[config.mk]
export PLATFORM = sky130hd
export DESIGN_NAME = acc_file_flat
export DESIGN_NICKNAME = d
export VERILOG_FILES = /design/src/rtl/acc_file_if.sv /design/src/rtl/acc_file.sv /design/src/flat_wrapper.sv
export SDC_FILE = /design/constraint.sdc
export NUM_CORES = 1
export LEC_CHECK = 0
export BUFFER_PORTS_ARGS = -buffer_cell sky130_fd_sc_hd__buf_2
export CORE_AREA = 10 10 129 131
export DETAILED_ROUTE_END_ITERATION = 6
export DIE_AREA = 0 0 139 141
export PLACE_DENSITY = 0.78
export SLEW_MARGIN = 25
export SYNTH_ARGS = -nofsm -noshare
export SYNTH_HDL_FRONTEND = slang
export SYNTH_SLANG_ARGS = --single-unit
[constraint.sdc]
create_clock -name clk -period 1.4 [get_ports clk]
set_input_delay 0.21 -clock clk [delete_from_list [all_inputs] [get_ports clk]]
set_output_delay 0.21 -clock clk [all_outputs]
set_load 0.02 [all_outputs]
[src/rtl/acc_file_if.sv]
// acc_file_if: ALU write-back, bus move, operand/bus read and condition-code signals of the accumulator file
interface acc_file_if #(
  parameter int AW = 56,
  parameter int DW = 24
);
  logic          alu_we;
  logic          alu_sel;
  logic [AW-1:0] alu_data;
  logic          alu_v;
  logic          mv_we;
  logic          mv_sel;
  logic [DW-1:0] mv_data;
  logic          op_sel;
  logic [AW-1:0] op_data;
  logic          bus_re;
  logic          bus_sel;
  logic [DW-1:0] bus_data;
  logic          bus_lim;
  logic          l_clr;
  logic          ccr_n;
  logic          ccr_z;
  logic          ccr_v;
  logic          ccr_e;
  logic          ccr_u;
  logic          ccr_l;
  modport master (
    output alu_we, alu_sel, alu_data, alu_v, mv_we, mv_sel, mv_data, op_sel, bus_re, bus_sel, l_clr,
    input  op_data, bus_data, bus_lim, ccr_n, ccr_z, ccr_v, ccr_e, ccr_u, ccr_l
  );
  modport slave (
    input  alu_we, alu_sel, alu_data, alu_v, mv_we, mv_sel, mv_data, op_sel, bus_re, bus_sel, l_clr,
    output op_data, bus_data, bus_lim, ccr_n, ccr_z, ccr_v, ccr_e, ccr_u, ccr_l
  );
endinterface

[src/rtl/acc_file.sv]
// acc_file: A/B accumulators with ALU write-back, bus moves, saturating bus reads and condition codes
module acc_file #(
  parameter int             AW      = 56,
  parameter int             DW      = 24,
  parameter logic [DW-1:0]  LIM_POS = 24'h7FFFFF,
  parameter logic [DW-1:0]  LIM_NEG = 24'h800000
) (
  input logic       clk,
  input logic       reset_n,
  acc_file_if.slave io
);
  logic [AW-1:0] a, b, a_nx, b_nx, mv_ext, rd;
  logic          e_rd, n, z, v, e, u, l;
  assign mv_ext = {{(AW-2*DW){io.mv_data[DW-1]}}, io.mv_data, {DW{1'b0}}};
  // next accumulator values (ALU beats a move to the same target) and the combinational read paths
  always_comb begin
    a_nx = (io.alu_we && !io.alu_sel) ? io.alu_data : (io.mv_we && !io.mv_sel) ? mv_ext : a;
    b_nx = (io.alu_we &&  io.alu_sel) ? io.alu_data : (io.mv_we &&  io.mv_sel) ? mv_ext : b;
    rd   = io.bus_sel ? b : a;
    e_rd = !((&rd[AW-1:2*DW-1]) || !(|rd[AW-1:2*DW-1]));
    io.op_data  = io.op_sel ? b : a;
    io.bus_lim  = e_rd;
    io.bus_data = e_rd ? (rd[AW-1] ? LIM_NEG : LIM_POS) : rd[2*DW-1:DW];
  end
  // accumulator registers
  always_ff @(posedge clk or negedge reset_n) begin
    if (!reset_n) begin
      a <= '0;
      b <= '0;
    end else begin
      a <= a_nx;
      b <= b_nx;
    end
  end
  // condition codes follow the ALU result only; a bus move leaves them alone
  always_ff @(posedge clk or negedge reset_n) begin
    if (!reset_n) begin
      n <= 1'b0;
      z <= 1'b1;
      v <= 1'b0;
      e <= 1'b0;
      u <= 1'b1;
    end else if (io.alu_we) begin
      n <= io.alu_data[AW-1];
      z <= io.alu_data == '0;
      v <= io.alu_v;
      e <= !((&io.alu_data[AW-1:2*DW-1]) || !(|io.alu_data[AW-1:2*DW-1]));
      u <= !(io.alu_data[2*DW-1] ^ io.alu_data[2*DW-2]);
    end
  end
  // sticky limit flag: a limited bus read takes priority over a clear on the same edge
  always_ff @(posedge clk or negedge reset_n) begin
    if (!reset_n) l <= 1'b0;
    else if (io.bus_re && e_rd) l <= 1'b1;
    else if (io.l_clr) l <= 1'b0;
  end
  assign io.ccr_n = n;
  assign io.ccr_z = z;
  assign io.ccr_v = v;
  assign io.ccr_e = e;
  assign io.ccr_u = u;
  assign io.ccr_l = l;
endmodule

[src/flat_wrapper.sv]
// flat-port wrapper written by rule: the top's interface ports become plain ports
module acc_file_flat 
#(
  parameter int             AW      = 56,
  parameter int             DW      = 24,
  parameter logic [DW-1:0]  LIM_POS = 24'h7FFFFF,
  parameter logic [DW-1:0]  LIM_NEG = 24'h800000
)
  (clk, reset_n, io_alu_we, io_alu_sel, io_alu_data, io_alu_v, io_mv_we, io_mv_sel, io_mv_data, io_op_sel, io_bus_re, io_bus_sel, io_l_clr, io_op_data, io_bus_data, io_bus_lim, io_ccr_n, io_ccr_z, io_ccr_v, io_ccr_e, io_ccr_u, io_ccr_l);
  acc_file_if #(.AW(AW), .DW(DW)) io_i ();
  input logic clk;
  input logic reset_n;
  input wire logic [$bits(io_i.alu_we)-1:0] io_alu_we;
  input wire logic [$bits(io_i.alu_sel)-1:0] io_alu_sel;
  input wire logic [$bits(io_i.alu_data)-1:0] io_alu_data;
  input wire logic [$bits(io_i.alu_v)-1:0] io_alu_v;
  input wire logic [$bits(io_i.mv_we)-1:0] io_mv_we;
  input wire logic [$bits(io_i.mv_sel)-1:0] io_mv_sel;
  input wire logic [$bits(io_i.mv_data)-1:0] io_mv_data;
  input wire logic [$bits(io_i.op_sel)-1:0] io_op_sel;
  input wire logic [$bits(io_i.bus_re)-1:0] io_bus_re;
  input wire logic [$bits(io_i.bus_sel)-1:0] io_bus_sel;
  input wire logic [$bits(io_i.l_clr)-1:0] io_l_clr;
  output wire logic [$bits(io_i.op_data)-1:0] io_op_data;
  output wire logic [$bits(io_i.bus_data)-1:0] io_bus_data;
  output wire logic [$bits(io_i.bus_lim)-1:0] io_bus_lim;
  output wire logic [$bits(io_i.ccr_n)-1:0] io_ccr_n;
  output wire logic [$bits(io_i.ccr_z)-1:0] io_ccr_z;
  output wire logic [$bits(io_i.ccr_v)-1:0] io_ccr_v;
  output wire logic [$bits(io_i.ccr_e)-1:0] io_ccr_e;
  output wire logic [$bits(io_i.ccr_u)-1:0] io_ccr_u;
  output wire logic [$bits(io_i.ccr_l)-1:0] io_ccr_l;
  assign io_i.alu_we = io_alu_we;
  assign io_i.alu_sel = io_alu_sel;
  assign io_i.alu_data = io_alu_data;
  assign io_i.alu_v = io_alu_v;
  assign io_i.mv_we = io_mv_we;
  assign io_i.mv_sel = io_mv_sel;
  assign io_i.mv_data = io_mv_data;
  assign io_i.op_sel = io_op_sel;
  assign io_i.bus_re = io_bus_re;
  assign io_i.bus_sel = io_bus_sel;
  assign io_i.l_clr = io_l_clr;
  assign io_op_data = io_i.op_data;
  assign io_bus_data = io_i.bus_data;
  assign io_bus_lim = io_i.bus_lim;
  assign io_ccr_n = io_i.ccr_n;
  assign io_ccr_z = io_i.ccr_z;
  assign io_ccr_v = io_i.ccr_v;
  assign io_ccr_e = io_i.ccr_e;
  assign io_ccr_u = io_i.ccr_u;
  assign io_ccr_l = io_i.ccr_l;
  acc_file #(.AW(AW), .DW(DW), .LIM_POS(LIM_POS), .LIM_NEG(LIM_NEG)) u_core (.clk(clk), .reset_n(reset_n), .io(io_i));
endmodule
==> metrics.csv <==
stage;metric;value;unit
status;status;finished with violations;
status;failing checks;setup timing;
synthesis;number of warnings issued by yosys;0;
run;max cap viols;0;
synthesis;post-synthesis sequential area ratio;47.5;%
floorplan;chip width;139;µm
place;DP Worst Slack;-0.335;ns
sta;Slew headroom;52.1;%
finish;Total Nets Final;945;
drt;DR DRC count;0;
synthesis;post-synthesis cell type count;39;
sta;Tcrit/Tclk final;152;%
drt;drt initial violations;345;
critical_path;critical path endpoint category;primary output;
floorplan;Die Ht;141;µm
drt;Via density;5.56;
finish;most frequent cells in the layout;dfrtp_1 (116), buf_4 (108), buf_2 (95), buf_6 (94), mux2i_1 (70);
drt;met2 WL;10.4;mm
drt;Max Used Layer;met4;
place;RePlAce Congestion;0.900;
sta;Clock Skews;0.00234;ns
clock_tree;Clock Pin Slew Worst Setup and Hold Paths;0.05;ns
power_and_ir_drop;Pleak;4.85;nW
floorplan;# IOs;178;
synthesis;Cell Area, Synth;6220;µm²
synthesis;top cell type's share of synthesized area;46.6;%
sta;fmax;471;MHz
power_and_ir_drop;Power Density;1290;nW/µm²
critical_path;Setup CP Type;flop to primary output;
critical_path;Max FO, Critical Path;18;
sta;Fin. Hold Viols;0;
drt;routed wl met3;1.86;mm
global_routing;GRT Util Overall;21.2;%
clock_tree;clock buffer depth;2;
drt;WL/cell;20.7;µm
drt;1st-pass router iterations;4;
worst_hold_path;type of the most critical hold path;input pin to flop;
finish;filler cell count;999;
critical_path;Worst setup SP type;flop;
global_routing;vias in the first global route;6092;
synthesis;largest cells by area after synthesis;dfrtp_1 (47%), mux2i_1 (11%), mux2_2 (10%);
clock_tree;Clk Latency, worst-skew pair;0.41;ns
drt;Post-DRT Antenna Nets;0;
drt;Post-Route WL;21.8;mm
finish;layout cell share with drive strength beyond 1;51.8;%
floorplan;num rows;44;
finish;Core Util, Final;69.0;%
finish;most common cell after layout, fill and taps aside;dfrtp_1;
finish;register area;2960;µm²
critical_path;WP data required;1.19;ns
clock_tree;clock sinks;118;
synthesis;Avg Inst Size Synth;10.9;µm²
clock_tree;CTS buffer count;17;
place;port bufs;177;
power_and_ir_drop;power after layout;12.6;mW
floorplan;Core ar.;14200;µm²
clock_tree;CTS tree;done;
synthesis;syn nets;663;
global_routing;antenna violations before repair;2;
synthesis;Yosys reg bits;118;
sta;Final Critical Period;2.12;ns
floorplan;Starting Density;43.8;%
clock_tree;root buf cell;clkbuf_16;
sta;setup slack after layout;-0.725;ns
sta;Setup TNS Final;-20.33;ns
sta;Worst Max-Slew Pin Slew;0.717;ns
sta;final setup vio count;82;
drt;vias;5847;
sta;Hold WS;0.0279;ns
power_and_ir_drop;Worst VDD drop;0.776;mV
global_routing;maximum number of pins on one net before global-route repair;62;
floorplan;die area;19600;µm²
global_routing;GRT Residual Overflow;0;
finish;area of the multi-input gates;3350;µm²
critical_path;crit path DAT;1.91;ns
drt;met1 wire length;9.05;mm
place;DP HPWL;14.3;mm
clock_tree;CTS H-tree lvls;4;
synthesis;Post-Synthesis Cells;571;
finish;Layout area overhead;57.5;%
sta;Slew Limit Fails;0;
synthesis;cell taking the most area after synthesis;dfrtp_1;
global_routing;first-pass GRT wire length;33.4;mm
sta;RSZ-0062 raised after global routing;true;
## through the flow
stage                     std cells  area (µm²)
after floorplan                 571        6360
after global placement          970        7990
after detailed placement        970        7990
after CTS                      1028        9530
after global routing           1050        9800
final                          1052        9800
## per-layer routing
metal | GRT usage, % | vias to the layer above
li1 | - | 2694
met1 | 25.7 | 2860
met2 | 34.1 | 254
met3 | 7.46 | 39
met4 | 7.36 | 0
met5 | 0 | -
## worst paths after layout
kind / from / to / slack, ns / cells after the start
min in group asynchronous: reset_n / u_core.b[33] / 0.22 / 2
worst min register to register: u_core.io.ccr_z / u_core.io.ccr_z / 0.46 / 2
worst min-delay path: io_alu_v / u_core.io.ccr_v / 0.03 / 2
max in group asynchronous: reset_n / u_core.a[17] / 0.57 / 3
worst max-delay path: u_core.a[52] / io_bus_data[5] / -0.72 / 6
worst max register to register: u_core.b[54] / u_core.io.ccr_l / -0.22 / 5
## flip-flops by register name, indices dropped and copies added (netlist names)
signal,count
u_core.io.ccr_v,1
u_core.io.ccr_u,1
u_core.io.ccr_z,1
u_core.io.ccr_l,1
u_core.a,56
u_core.io.ccr_e,1
u_core.io.ccr_n,1
u_core.b,56
## synth_stat cells, drive strengths merged
master / number
a22o: 48
o21ai: 67
or4: 1
clkbuf: 14
a21o: 1
a21oi: 19
dfrtp: 116
nor2b: 2
nand4: 8
dfstp: 2
ha: 1
nand3: 3
mux2i: 70
nand3b: 2
a22oi: 23
nand2: 65
nor4: 16
inv: 7
and4bb: 1
o221ai: 1
and2: 2
mux2: 58
a32o: 1
nand2b: 1
nor2: 4
buf: 34
a211oi: 2
nor4b: 2
## layout make-up
class | instances | share of cell area [%]
flip-flops and latches | 118 | 30.2
clock buffers | 18 | 4.48
well taps | 184 | 2.35
repair buffers | 311 | 26.7
inverters | 7 | 0.268
diodes | 2 | 0.0511
multi-input cells | 398 | 34.2
clock inverters | 14 | 1.80
## worst max-delay path, cell delays in order, from the launching register on
cell      delay, ns
dfrtp_1        0.43
nand4_1        0.12
and4bb_2       0.33
o21ai_4        0.08
buf_12         0.18
a22oi_2        0.22
buf_6          0.14
## what timing repair did
item                                    4_1_cts  5_1_grt
pin swaps                                     7        5
hold buffers                                  1        0
gates cloned                                  1        1
endpoints found under the hold margin        30        0
gates resized for setup                     214       23
endpoints found under the setup margin       82       82
setup buffers                                25       22
## where the power goes
part	internal, mW	switching, mW
registers	3.81	0.313
logic	2.11	1.88
clock network	2.86	1.66
total	8.78	3.85
## kinds of logic after synthesis
group / count (synthesis) / synth area share [%]
AO/OA/AOI/OAI: 162 / 17.4
multiplexers: 128 / 21.8
AND/OR/NAND/NOR: 107 / 8.91
flip-flops: 118 / 47.5
buffers and inverters: 55 / 4.26
adder cells (fa/ha/maj): 1 / 0.201
Power figures use the tool's default switching activity.
